### src/rtl/conv_pkg.sv
// Shared types and constants for the conv input-side feeder.
package conv_pkg;

    // Token classes delivered by the upstream parser/FIFO
    typedef enum logic [1:0] {
        TK_NUM  = 2'd0,
        TK_OP   = 2'd1,
        TK_END  = 2'd2,
        TK_RSVD = 2'd3
    } tok_kind_t;

    // ASCII codes of the operators conv understands
    localparam logic [7:0] OP_ADD = 8'd43;
    localparam logic [7:0] OP_SUB = 8'd45;
    localparam logic [7:0] OP_MUL = 8'd42;
    localparam logic [7:0] OP_DIV = 8'd47;

    // Feeder FSM states
    typedef enum logic [1:0] {
        S_IDLE,
        S_ISSUE,
        S_WAIT_DONE
    } state_t;

    function automatic logic is_arith_op(input logic [7:0] c);
        return (c == OP_ADD) || (c == OP_SUB) || (c == OP_MUL) || (c == OP_DIV);
    endfunction

endpackage

### src/rtl/conv_feeder_timeout.sv
// Loadable down-counter; expired is high while the count sits at zero.
module conv_feeder_timeout
    import conv_pkg::*;
#(
    parameter int unsigned W = 9
) (
    input  logic         clk,
    input  logic         rst,
    input  logic         load,
    input  logic [W-1:0] load_value,
    input  logic         dec,
    output logic         expired
);

    logic [W-1:0] count;

    // Reload on request, otherwise count down and stick at zero
    always_ff @(posedge clk) begin
        if (!rst) begin
            count <= '0;
        end else if (load) begin
            count <= load_value;
        end else if (dec && (count != '0)) begin
            count <= count - W'(1);
        end
    end

    assign expired = (count == '0);

endmodule

### src/rtl/conv_feeder.sv
// Token-stream to conv strobe sequencer with BUSY handshake, timeout and
// error reporting. Optional macro SYNTAX_CHECK_EN enables number/operator
// alternation checking.
module conv_feeder
    import conv_pkg::*;
#(
    parameter int unsigned NUM_W   = 8,
    parameter int unsigned CNT_W   = 8,
    parameter int unsigned TIMEOUT = 256
) (
    input  logic             CLK,
    input  logic             RST,
    input  logic [NUM_W-1:0] TOK_DATA,
    input  logic [1:0]       TOK_KIND,
    input  logic             TOK_STB,
    output logic             TOK_ACK,
    output logic [7:0]       INPUT_SIGN,
    output logic             SIGN_STB,
    output logic [NUM_W-1:0] INPUT_NUMBER,
    output logic             NUMBER_STB,
    input  logic             BUSY,
    output logic             EXPR_DONE,
    output logic             ERROR,
    output logic [CNT_W-1:0] TOK_COUNT
);

    localparam int unsigned TMR_W = $clog2(TIMEOUT + 1);

    state_t     state, state_n;
    tok_kind_t  kind_q, tok_kind;
    logic       ack_n, sign_stb_n, number_stb_n, done_n, error_n;
    logic [CNT_W-1:0] count_n;
    logic       accept, take, legal, seq_ok;
    logic       tmr_load, tmr_dec, tmr_expired;

`ifdef SYNTAX_CHECK_EN
    logic expect_num, expr_empty;
`endif

    assign tok_kind = tok_kind_t'(TOK_KIND);
    // TOK_ACK high means this token was just consumed; upstream still shows it
    // for one more cycle, so it must not be taken twice.
    assign accept = (state == S_IDLE) && TOK_STB && !BUSY && !TOK_ACK;

    conv_feeder_timeout #(.W(TMR_W)) u_timeout (
        .clk       (CLK),
        .rst       (RST),
        .load      (tmr_load),
        .load_value(TMR_W'(TIMEOUT - 1)),
        .dec       (tmr_dec),
        .expired   (tmr_expired)
    );

    // Token legality and (optionally) sequence check
    always_comb begin
        legal = 1'b0;
        case (tok_kind)
            TK_NUM:  legal = 1'b1;
            TK_OP:   legal = is_arith_op(TOK_DATA[7:0]);
            TK_END:  legal = 1'b1;
            default: legal = 1'b0;
        endcase
`ifdef SYNTAX_CHECK_EN
        seq_ok = 1'b0;
        case (tok_kind)
            TK_NUM:  seq_ok = expect_num;
            TK_OP:   seq_ok = !expect_num;
            TK_END:  seq_ok = !expect_num || expr_empty;
            default: seq_ok = 1'b0;
        endcase
`else
        seq_ok = 1'b1;
`endif
    end

    // Next-state and next-output logic; all outputs are registered below
    always_comb begin
        state_n      = state;
        ack_n        = 1'b0;
        done_n       = 1'b0;
        sign_stb_n   = SIGN_STB;
        number_stb_n = NUMBER_STB;
        error_n      = ERROR;
        count_n      = TOK_COUNT;
        take         = 1'b0;
        tmr_load     = 1'b0;
        tmr_dec      = 1'b0;
        case (state)
            S_IDLE: begin
                if (accept) begin
                    ack_n = 1'b1;
                    if (legal && seq_ok) begin
                        take    = 1'b1;
                        state_n = S_ISSUE;
                        if ((tok_kind != TK_END) && (TOK_COUNT != '1)) begin
                            count_n = TOK_COUNT + CNT_W'(1);
                        end
                    end else begin
                        error_n = 1'b1;
                    end
                end
            end
            S_ISSUE: begin
                // First ISSUE cycle raises the strobes (one cycle after ACK)
                // and arms the timeout; BUSY is checked before expiry.
                if (!(SIGN_STB || NUMBER_STB)) begin
                    sign_stb_n   = (kind_q != TK_NUM);
                    number_stb_n = (kind_q != TK_OP);
                    tmr_load     = 1'b1;
                end else if (BUSY) begin
                    sign_stb_n   = 1'b0;
                    number_stb_n = 1'b0;
                    state_n      = S_WAIT_DONE;
                end else if (tmr_expired) begin
                    sign_stb_n   = 1'b0;
                    number_stb_n = 1'b0;
                    error_n      = 1'b1;
                    state_n      = S_IDLE;
                end else begin
                    tmr_dec = 1'b1;
                end
            end
            S_WAIT_DONE: begin
                if (!BUSY) begin
                    state_n = S_IDLE;
                    if (kind_q == TK_END) begin
                        done_n  = 1'b1;
                        count_n = '0;
                    end
                end
            end
            default: state_n = S_IDLE;
        endcase
    end

    // State and output registers
    always_ff @(posedge CLK) begin
        if (!RST) begin
            state        <= S_IDLE;
            kind_q       <= TK_NUM;
            TOK_ACK      <= 1'b0;
            SIGN_STB     <= 1'b0;
            NUMBER_STB   <= 1'b0;
            INPUT_SIGN   <= '0;
            INPUT_NUMBER <= '0;
            EXPR_DONE    <= 1'b0;
            ERROR        <= 1'b0;
            TOK_COUNT    <= '0;
        end else begin
            state      <= state_n;
            TOK_ACK    <= ack_n;
            SIGN_STB   <= sign_stb_n;
            NUMBER_STB <= number_stb_n;
            EXPR_DONE  <= done_n;
            ERROR      <= error_n;
            TOK_COUNT  <= count_n;
            if (take) begin
                kind_q <= tok_kind;
                if (tok_kind == TK_NUM) INPUT_NUMBER <= TOK_DATA;
                if (tok_kind == TK_OP)  INPUT_SIGN   <= TOK_DATA[7:0];
            end
        end
    end

`ifdef SYNTAX_CHECK_EN
    // Expression grammar tracker, advanced only by forwarded tokens
    always_ff @(posedge CLK) begin
        if (!RST) begin
            expect_num <= 1'b1;
            expr_empty <= 1'b1;
        end else if (take) begin
            case (tok_kind)
                TK_NUM: begin
                    expect_num <= 1'b0;
                    expr_empty <= 1'b0;
                end
                TK_OP:  expect_num <= 1'b1;
                default: begin
                    expect_num <= 1'b1;
                    expr_empty <= 1'b1;
                end
            endcase
        end
    end
`endif

endmodule

### config.mk
export PLATFORM = sky130hd
export DESIGN_NAME = conv_feeder
export DESIGN_NICKNAME = d
export VERILOG_FILES = /design/src/rtl/conv_pkg.sv /design/src/rtl/conv_feeder_timeout.sv /design/src/rtl/conv_feeder.sv
export SDC_FILE = /design/constraint.sdc
export NUM_CORES = 1
export LEC_CHECK = 0
export ABC_AREA = 1
export CORE_ASPECT_RATIO = 0.9
export CORE_UTILIZATION = 30
export CTS_BUF_LIST = sky130_fd_sc_hd__clkbuf_8
export CTS_CLUSTER_DIAMETER = 120
export CTS_CLUSTER_SIZE = 8
export DETAILED_ROUTE_END_ITERATION = 16
export PLACE_DENSITY_LB_ADDON = 0.1
export SYNTH_ARGS = -nofsm -noshare
export SYNTH_HDL_FRONTEND = slang
export SYNTH_SLANG_ARGS = --single-unit
### constraint.sdc
create_clock -name CLK -period 1.5 [get_ports CLK]
set_clock_uncertainty 0.1 [all_clocks]
set_input_delay 0.3 -clock CLK [delete_from_list [all_inputs] [get_ports CLK]]
set_output_delay 0.3 -clock CLK [all_outputs]
set_load 0.05 [all_outputs]
After elaboration in Yosys (flattened, before gate mapping)
Index checks and enable logic that the tools add are counted.
Word-level totals
  input port bits: 14
  word-level logic and storage cells: 105
  bits in registers: 42
Operators by class
  reduce and logical (&&, ||, !) cells: 29
  bitwise operators: 2
  equality and inequality tests: 23
  mux-type cells: 37
  add/sub/neg operators: 2
Operators with widths (count)
  $mux W8: 7
  $eq A8 B6 Y1 const B: 4
  $mux W1: 20
  $ne A2 B2 Y1 const B: 9
  $pmux W8 S2: 1
  $mux W2: 6
  $reduce_and A6 Y1: 2
  $logic_not A9 Y1: 1
  $reduce_bool A9 Y1: 1
  $sub A9 B1 Y9 const B: 1
  $add A8 B1 Y8 const B: 1
  $ne A8 B8 Y1 const B: 1
  $reduce_and A2 Y1: 4
  $reduce_bool A2 Y1: 4
  $eq A2 B2 Y1 const B: 3
  $ne A3 B3 Y1 const B: 2
  $pmux W2 S3: 1
  $logic_and A1 B1 Y1: 5
  $reduce_and A5 Y1: 1
  $eq A2 B1 Y1 const B: 2
  $logic_not A2 Y1: 2
  $logic_or A1 B1 Y1: 4
  $ne A2 B1 Y1 const B: 2
  $pmux W1 S2: 2
  other kinds (4): 7

Longest topological paths before layout
Gate-level depths: netlist of the first run.
  depth in word-level cells: 9
  mapped depth: 10

Modules after synthesis
A second synthesis of the first run with hierarchy kept.
Second synthesis, totals
  cells, all modules: 333
  area, all modules: 2225.9 um^2
Modules (own cells, without submodules)
  conv_feeder: area each 1621.6 um^2, cells an instance 234, instances 1
  conv_feeder_timeout: area each 604.3 um^2, cells an instance 99, instances 1

Worst setup path after synthesis of the first run
Ideal clock, no wire load.
  path kind: register to register
  from: register TOK_COUNT[1]
  to: register TOK_COUNT[0]
  arrival: 1.645 ns
  slack: -0.373 ns
  period minus slack after synthesis: 1.873 ns
  required time: 1.272 ns
  library setup time: 0.128 ns
  cell stages (with the launch flop): 11
  path through: dfxtp_1 > ha_1 > nand2_1 > nor2_1 > nand2_1 > nand2_1 > nand2_2 > nand3_4 > nand2_1 > nand2_1 > nor2_1
Between the ends
  word-level cells in the longest chain between the ends: 4
Ends and longest elaborated chain
  start: declaration: RTL line conv_feeder.sv:24  | output logic [CNT_W-1:0] TOK_COUNT
  start signal: assignment: RTL line conv_feeder.sv:156  | TOK_COUNT <= count_n;
  $ne A8 B8 Y1: RTL line conv_feeder.sv:95  | if ((tok_kind != TK_END) && (TOK_COUNT != '1)) begin
  $logic_and A1 B1 Y1: RTL line conv_feeder.sv:95
  $ne A2 B1 Y1 (no line)
  $reduce_and A6 Y1 (no line)
Every way passes these cells.
A chain may end at the register's enable or synchronous reset.

Worst setup path in the final report of the first run
  from: register u_timeout.count[0]
  to: register u_timeout.count[5]
Between the ends
  word-level cells in the longest chain between the ends: 7
Ends and longest elaborated chain
  start: declaration: RTL line conv_feeder_timeout.sv:15  | logic [W-1:0] count;
  start signal: assignment: RTL line conv_feeder_timeout.sv:22  | count <= load_value;
  start signal: assignment: RTL line conv_feeder_timeout.sv:24  | count <= count - W'(1);
  parallel branches: the longest is 7 deep, another holds $sub A9 B1 Y9
Several ways; the timed one is not identified. The select of a mux whose other input is x is not followed.

==> metrics.txt, run 1 <==
VDD IR-drop max=0.000437 V; yosys warns=0; routed wl met3=394 microns; vias per cell=4.61; Worst Hold Launch=TOK_DATA[5]; CTS sink cnt=42; most frequent cell after synthesis=nand2_1; Antenna Cells=0; DRC errors left=0; synth top area cells=dfxtp_1 (39%), nand2_1 (11%), nor2_1 (6.8%); Vias=between 2,000 and 2,500; Total Power=0.00327 W; R2R Path Start=u_timeout.count[0]$_SDFFE_PN0P_; hold buffer count at CTS=0; DR top layer=met4; DP HPWL=4.04 mm; final non-filler cell area=0.00373 sq mm; Synth cell types=30; initial core utilization=a little under a third; worst r2r dst=u_timeout.count[5]$_SDFFE_PN0P_; critical path capture point type=register; Synth Cell Area=approximately 0.0022 sq mm; crit path kind=register to register; placement row count=28; multi-input logic area=around 0.0014 sq mm; share of layout cells above drive strength 1=a little under half; placed cell areas=0.00329 sq mm; path depth of the worst reg2reg path=10; Reg2Reg Setup Slack=0.01 ns; largest net degree at the start of global routing=25; GRT overflow=0; Starting DRT DRC Count=slightly above 80; Post-synth ARST share=0%; RSZ-0062 raised after global routing=yes; die area=0.00751 sq mm; PortBufs=42; Final setup viols=0; nets=415; Worst EP required=1.63 ns; min Tclk post-route=1.49 ns; M1 wire length=2.70 mm; clock-pin slew on the worst setup and hold paths=0.08 ns; dominant cell type by area after synthesis=dfxtp_1; crit path launch type=register; max-cap violations=0; Mapped Nets=about 320; leakage dissipation=about 1.6 nW; Die Ht=82.3 microns; TritonRoute pass-1 iters=4; worst hold endpoint=INPUT_NUMBER[5]$_SDFFE_PN0P_; CTS Buffer Depth=2; Seq cells post-synth=42; Max Slew Vio Count=0; Detail Route Antenna Nets=0; routed wl met2=2.65 mm; Hold Fails Final Rpt=0; Core Region=0.00676 sq mm; Cell Chain, Critical Path=inv_2 -> ha_4 -> inv_2 -> nor2_1 -> nand4_1 -> nand2_4 -> nand2_8 -> clkinv_8 -> nand2_2 -> a21oi_2; most used cell, CP=inv_2; Post-synth EDFFs=0; Fmax=672 MHz; CTS tree=yes; Seq/Total Area, Yosys=39.1%; total detailed-routing wirelength=5.82 mm; CTS buffer count=5; htree depth=2; top-level I/O count=43; PwrDens=877 mW/mm^2; critical path arrival=around 1.6 ns; antenna violations before repair=0; Routability Congestion=0.763; WHS Path Cells=3; Yosys top cell area share=between 30% and 40%; clock root cell=clkbuf_8; DR WL/cell=11.9 microns; worst slew pin tran=0.345 ns; vias in the first global route=roughly 2,100; outcome=complete, no violations; final period utilization=slightly below 100%; filler cell count in the final layout=651; FF+latch area=867 sq um; Crit-path slowest cell=dfxtp_2; Synth top cells by count=nand2_1 (62), dfxtp_1 (42), nor2_1 (39); Most used DFF post-synth=dfxtp_1; Die X=91.3 microns; Crit Path Max Fanout=7; global-route wire length before repair=9.57 mm; clock latency on the worst-skew pair=0.29 ns; GRT Overall Usage=16.3%; Area Overhead vs Synth=73.2%; Post-Syn Instances=299; Mean Syn Cell Area=7.19 sq um; Slew Limit Headroom=77.0%; Post-Route Setup TNS=0 ns; Hold/Removal Path Class=primary input to register; max incr delay on CP=0.34 ns
==> worst max-delay path, delay by kind of cell (launching register included) <==
kind | cells | cell delay [ns]
AOI/OAI and AO/OA | 1 | 0.12
buffers and inverters | 3 | 0.18
adders and majority gates | 1 | 0.13
DFF | 1 | 0.34
and+or+nand+nor | 5 | 0.55
==> metrics by stage <==
step,setup slack [ns],instances,utilization (%),hold slack [ns]
after floorplan,0.00226,299,-,0.335
after global placement,-0.483,464,48.6,0.370
after detailed placement,-0.483,464,48.6,0.377
after CTS,-0.0216,485,52.2,0.307
after global routing,-0.0813,489,55.1,0.242
final,0.0120,489,55.1,0.211
==> worst max path at each step <==
stage / to / from / cells past startpoint
final: u_timeout.count[5]$_SDFFE_PN0P_ / u_timeout.count[0]$_SDFFE_PN0P_ / 10
after global routing: state[1]$_SDFFE_PN0P_ / u_timeout.count[0]$_SDFFE_PN0P_ / 9
after CTS: TOK_COUNT[0]$_SDFFE_PN0P_ / TOK_DATA[7] / 10
after detailed placement: TOK_COUNT[0]$_SDFFE_PN0P_ / BUSY / 10
after global placement: TOK_COUNT[0]$_SDFFE_PN0P_ / BUSY / 10
after floorplan: TOK_COUNT[0]$_SDFFE_PN0P_ / TOK_COUNT[0]$_SDFFE_PN0P_ / 10
==> cell families (layout without fill, tap and decap cells) <==
group / count (synthesis) / in the layout / share of synthesized area, %
flip-flops: 42 / 42 / 39.1
buffers and inverters: 44 / 141 / 8.61
AO/OA/AOI/OAI: 53 / 53 / 13.7
adder cells (fa/ha/maj): 3 / 3 / 1.75
XOR/XNOR: 3 / 3 / 1.22
AND/OR/NAND/NOR: 154 / 157 / 35.6
==> layout make-up <==
type,instances,area share (%)
multi-input combinational,216,36.3
timing repair buffer,94,30.4
sequential,42,23.3
inverter,39,4.53
tap,90,3.02
clock buffer,6,2.22
clock inverter,2,0.302
==> per-layer routing <==
layer	vias to the layer above	global-route usage (%)
li1	1169	-
met1	1014	19.3
met5	-	0
met3	6	4.95
met4	0	5.24
met2	66	28.4
==> power breakdown <==
| group | internal [W] | total (W) | switching [W] |
|---|---|---|---|
| clock network | 0.000372 | 0.000779 | 0.000407 |
| registers | 0.00118 | 0.00126 | 0.0000728 |
| logic | 0.000578 | 0.00123 | 0.000655 |
| total | 0.00213 | 0.00327 | 0.00114 |
==> registers in the layout, indices dropped and copies added, names as in the netlist <==
register / cells
u_timeout.count: 9
INPUT_NUMBER: 8
INPUT_SIGN: 8
TOK_COUNT: 8
kind_q: 2
state: 2
ERROR: 1
EXPR_DONE: 1
NUMBER_STB: 1
SIGN_STB: 1
TOK_ACK: 1
==> cell usage in the layout (no fill, tap or decap), types with 4 or more instances in the layout <==
master / instances
buf_4: 50
nand2_1: 45
nor2_1: 34
buf_12: 31
dfxtp_1: 29
inv_1: 25
nand2_2: 18
a21oi_1: 17
nand3_1: 14
a21oi_2: 12
nand4_1: 12
o21ai_0: 12
inv_2: 10
dfxtp_2: 9
nand2_4: 6
clkbuf_8: 6
dlygate4sd2_1: 6
nor2_4: 5
nand3_4: 5
nor2_2: 5
o21ai_1: 5
dlymetal6s2s_1: 5
dfxtp_4: 4
o21ai_2: 4
nor3_1: 4
nand3_2: 4
==> what timing repair did <==
item                       CTS  global route
setup endpoints to repair   30            33
pin swaps                   13            31
cloned                       3             0
setup buffers               10             4
gates resized for setup     22            53
Note: power is estimated with default switching activity, not from simulation.
==> inputs of run 2 (changes only) <==
- CORE_ASPECT_RATIO: 0.9 -> not set
==> run 2 against run 1 <==
Hold slack gained 0.032 ns. Sequential power is essentially flat. Non-clock buffer count grew 3. Register-to-register slack is essentially flat. Die area is essentially flat. Flip-flop and latch count is the same. Final area grew 2.7%. Largest power group is now combinational logic. Highest routed layer unchanged.
==> metrics.txt, run 2 (same netlist as run 1, synthesis figures left out) <==
Worst EP required=1.63 ns; PwrDens=889 mW/mm^2; Hold Fails Final Rpt=0; max-cap violations=0; Most flops, register=u_timeout.count; crit path launch type=register; CTS buffer count=5; initial core utilization=31.3%; die area=~0.0075 sq mm; Final setup viols=0; Max Slew Vio Count=0; total detailed-routing wirelength=5.99 mm; htree depth=2; share of layout cells above drive strength 1=47.3%; Fmax=678 MHz; worst slew pin tran=0.348 ns; Largest register FFs=9; hold buffer count at CTS=0; clock-pin slew on the worst setup and hold paths=approximately 0.080 ns; Detail Route Antenna Nets=0; placed cell areas=roughly 0.0033 sq mm; VDD IR-drop max=0.000444 V; CTS tree=yes; Core Region=0.00687 sq mm; Routability Congestion=0.750; CTS sink cnt=42; Antenna Cells=0; DRC errors left=0; Crit Path Max Fanout=3; max incr delay on CP=0.35 ns; global-route wire length before repair=9.99 mm; critical path capture point type=register; Die Ht=86.7 microns; final non-filler cell area=0.00383 sq mm; DR WL/cell=12.0 microns; final period utilization=98.4%; clock root cell=clkbuf_8; Slew Limit Headroom=between 70% and 80%; min Tclk post-route=between 1 and 1.5 ns; DP HPWL=4.23 mm; vias per cell=4.58; outcome=complete, no violations; Area Overhead vs Synth=78.0%; antenna violations before repair=0; PortBufs=42; RSZ-0062 raised after global routing=yes; largest net degree at the start of global routing=13; Die X=86.7 microns; commonest non-fill, non-tap cell in the layout=buf_4; top-level I/O count=43; leakage dissipation=1.64 nW; Cell Chain, Critical Path=inv_2 -> ha_4 -> inv_2 -> nor2_2 -> nand4_1 -> buf_4 -> a21oi_2 -> nand4_1 -> a21oi_1; most frequent cells in the layout=buf_4 (51), nand2_1 (46), nor2_1 (30), buf_12 (30), dfxtp_1 (28); Post-Route Setup TNS=0 ns; crit path kind=register to register; vias in the first global route=2,167; placement row count=30; Hold/Removal Path Class=primary input to register; CP Buf/Inv Count=3; GRT Overall Usage=17.0%; critical path arrival=~1.6 ns; GRT overflow=0; CTS Buffer Depth=2; Vias=about 2,300; nets=418; Starting DRT DRC Count=74; Crit-path slowest cell=dfxtp_4; Crit path max-delay family=flip-flops; clock latency on the worst-skew pair=~0.29 ns; TritonRoute pass-1 iters=4
==> run 2: cell count changes in the layout (fill, tap and decap cells not counted), sizes merged <==
cell,previous run,this run
inv,38,37
dlymetal6s2s,5,4
clkdlybuf4s50,2,5
clkinv,3,2
clkbuf,6,8
dlygate4sd2,6,4
buf,81,84
==> run 2: power by group <==
part | switching, W | internal [W]
Combinational | 0.000675 | 0.000615
Sequential | 0.0000774 | 0.00118
Clock | 0.000388 | 0.000465
==> run 2: layer usage <==
| metal | global-route usage, % | vias up | wire length [microns] |
|---|---|---|---|
| met5 | 0 | - | 0 |
| met4 | 5.76 | 0 | 103 |
| met3 | 3.62 | 11 | 257 |
| met2 | 28.4 | 48 | 2990 |
| met1 | 21.7 | 1033 | 2640 |
| li1 | - | 1187 | - |
==> run 2: stage by stage <==
stage / setup WS (ns) / utilization [%] / hold WS (ns) / std cells / power [W]
after global placement: -0.380 / 48.1 / 0.372 / 473 / 0.00230
after detailed placement: -0.437 / 48.1 / 0.371 / 473 / 0.00231
after global routing: -0.121 / 55.7 / 0.262 / 498 / 0.00362
after floorplan: 0.00226 / - / 0.335 / 299 / 0.00190
final: 0.0243 / 55.7 / 0.243 / 498 / 0.00340
after CTS: -0.00910 / 51.9 / 0.356 / 489 / 0.00326
==> run 2: worst reg2reg max path, delay by kind of cell, from the launching register on <==
family / cells / cell delay [ns]
DFF: 1 / 0.35
buffers and inverters: 3 / 0.30
and+or+nand+nor: 3 / 0.29
AOI/OAI and AO/OA: 2 / 0.25
adders and majority gates: 1 / 0.12
==> run 2: final timing paths <==
kind	from	endpoint	slack [ns]	cells past startpoint
min reg2reg	INPUT_SIGN[7]$_SDFFE_PN0P_	INPUT_SIGN[7]$_SDFFE_PN0P_	0.38	2
max	u_timeout.count[1]$_SDFFE_PN0P_	state[1]$_SDFFE_PN0P_	0.02	9
max reg2reg	u_timeout.count[1]$_SDFFE_PN0P_	state[1]$_SDFFE_PN0P_	0.02	9
min	TOK_DATA[3]	INPUT_NUMBER[3]$_SDFFE_PN0P_	0.24	3
==> run 2: area by class of cell <==
| type | instances | area [sq um] |
|---|---|---|
| fill | 630 | 3040 |
| tap | 96 | 120 |
| clock buffer | 8 | 110 |
| timing repair buffer | 97 | 1150 |
| multi-input combinational | 216 | 1410 |
| sequential | 42 | 873 |
| inverter | 39 | 166 |
==> run 2: timing repair <==
item                       CTS  global route
gates cloned                 3             0
setup endpoints to repair   29            32
pin swaps                    8            23
setup buffers                5             9
resized for setup           28            60
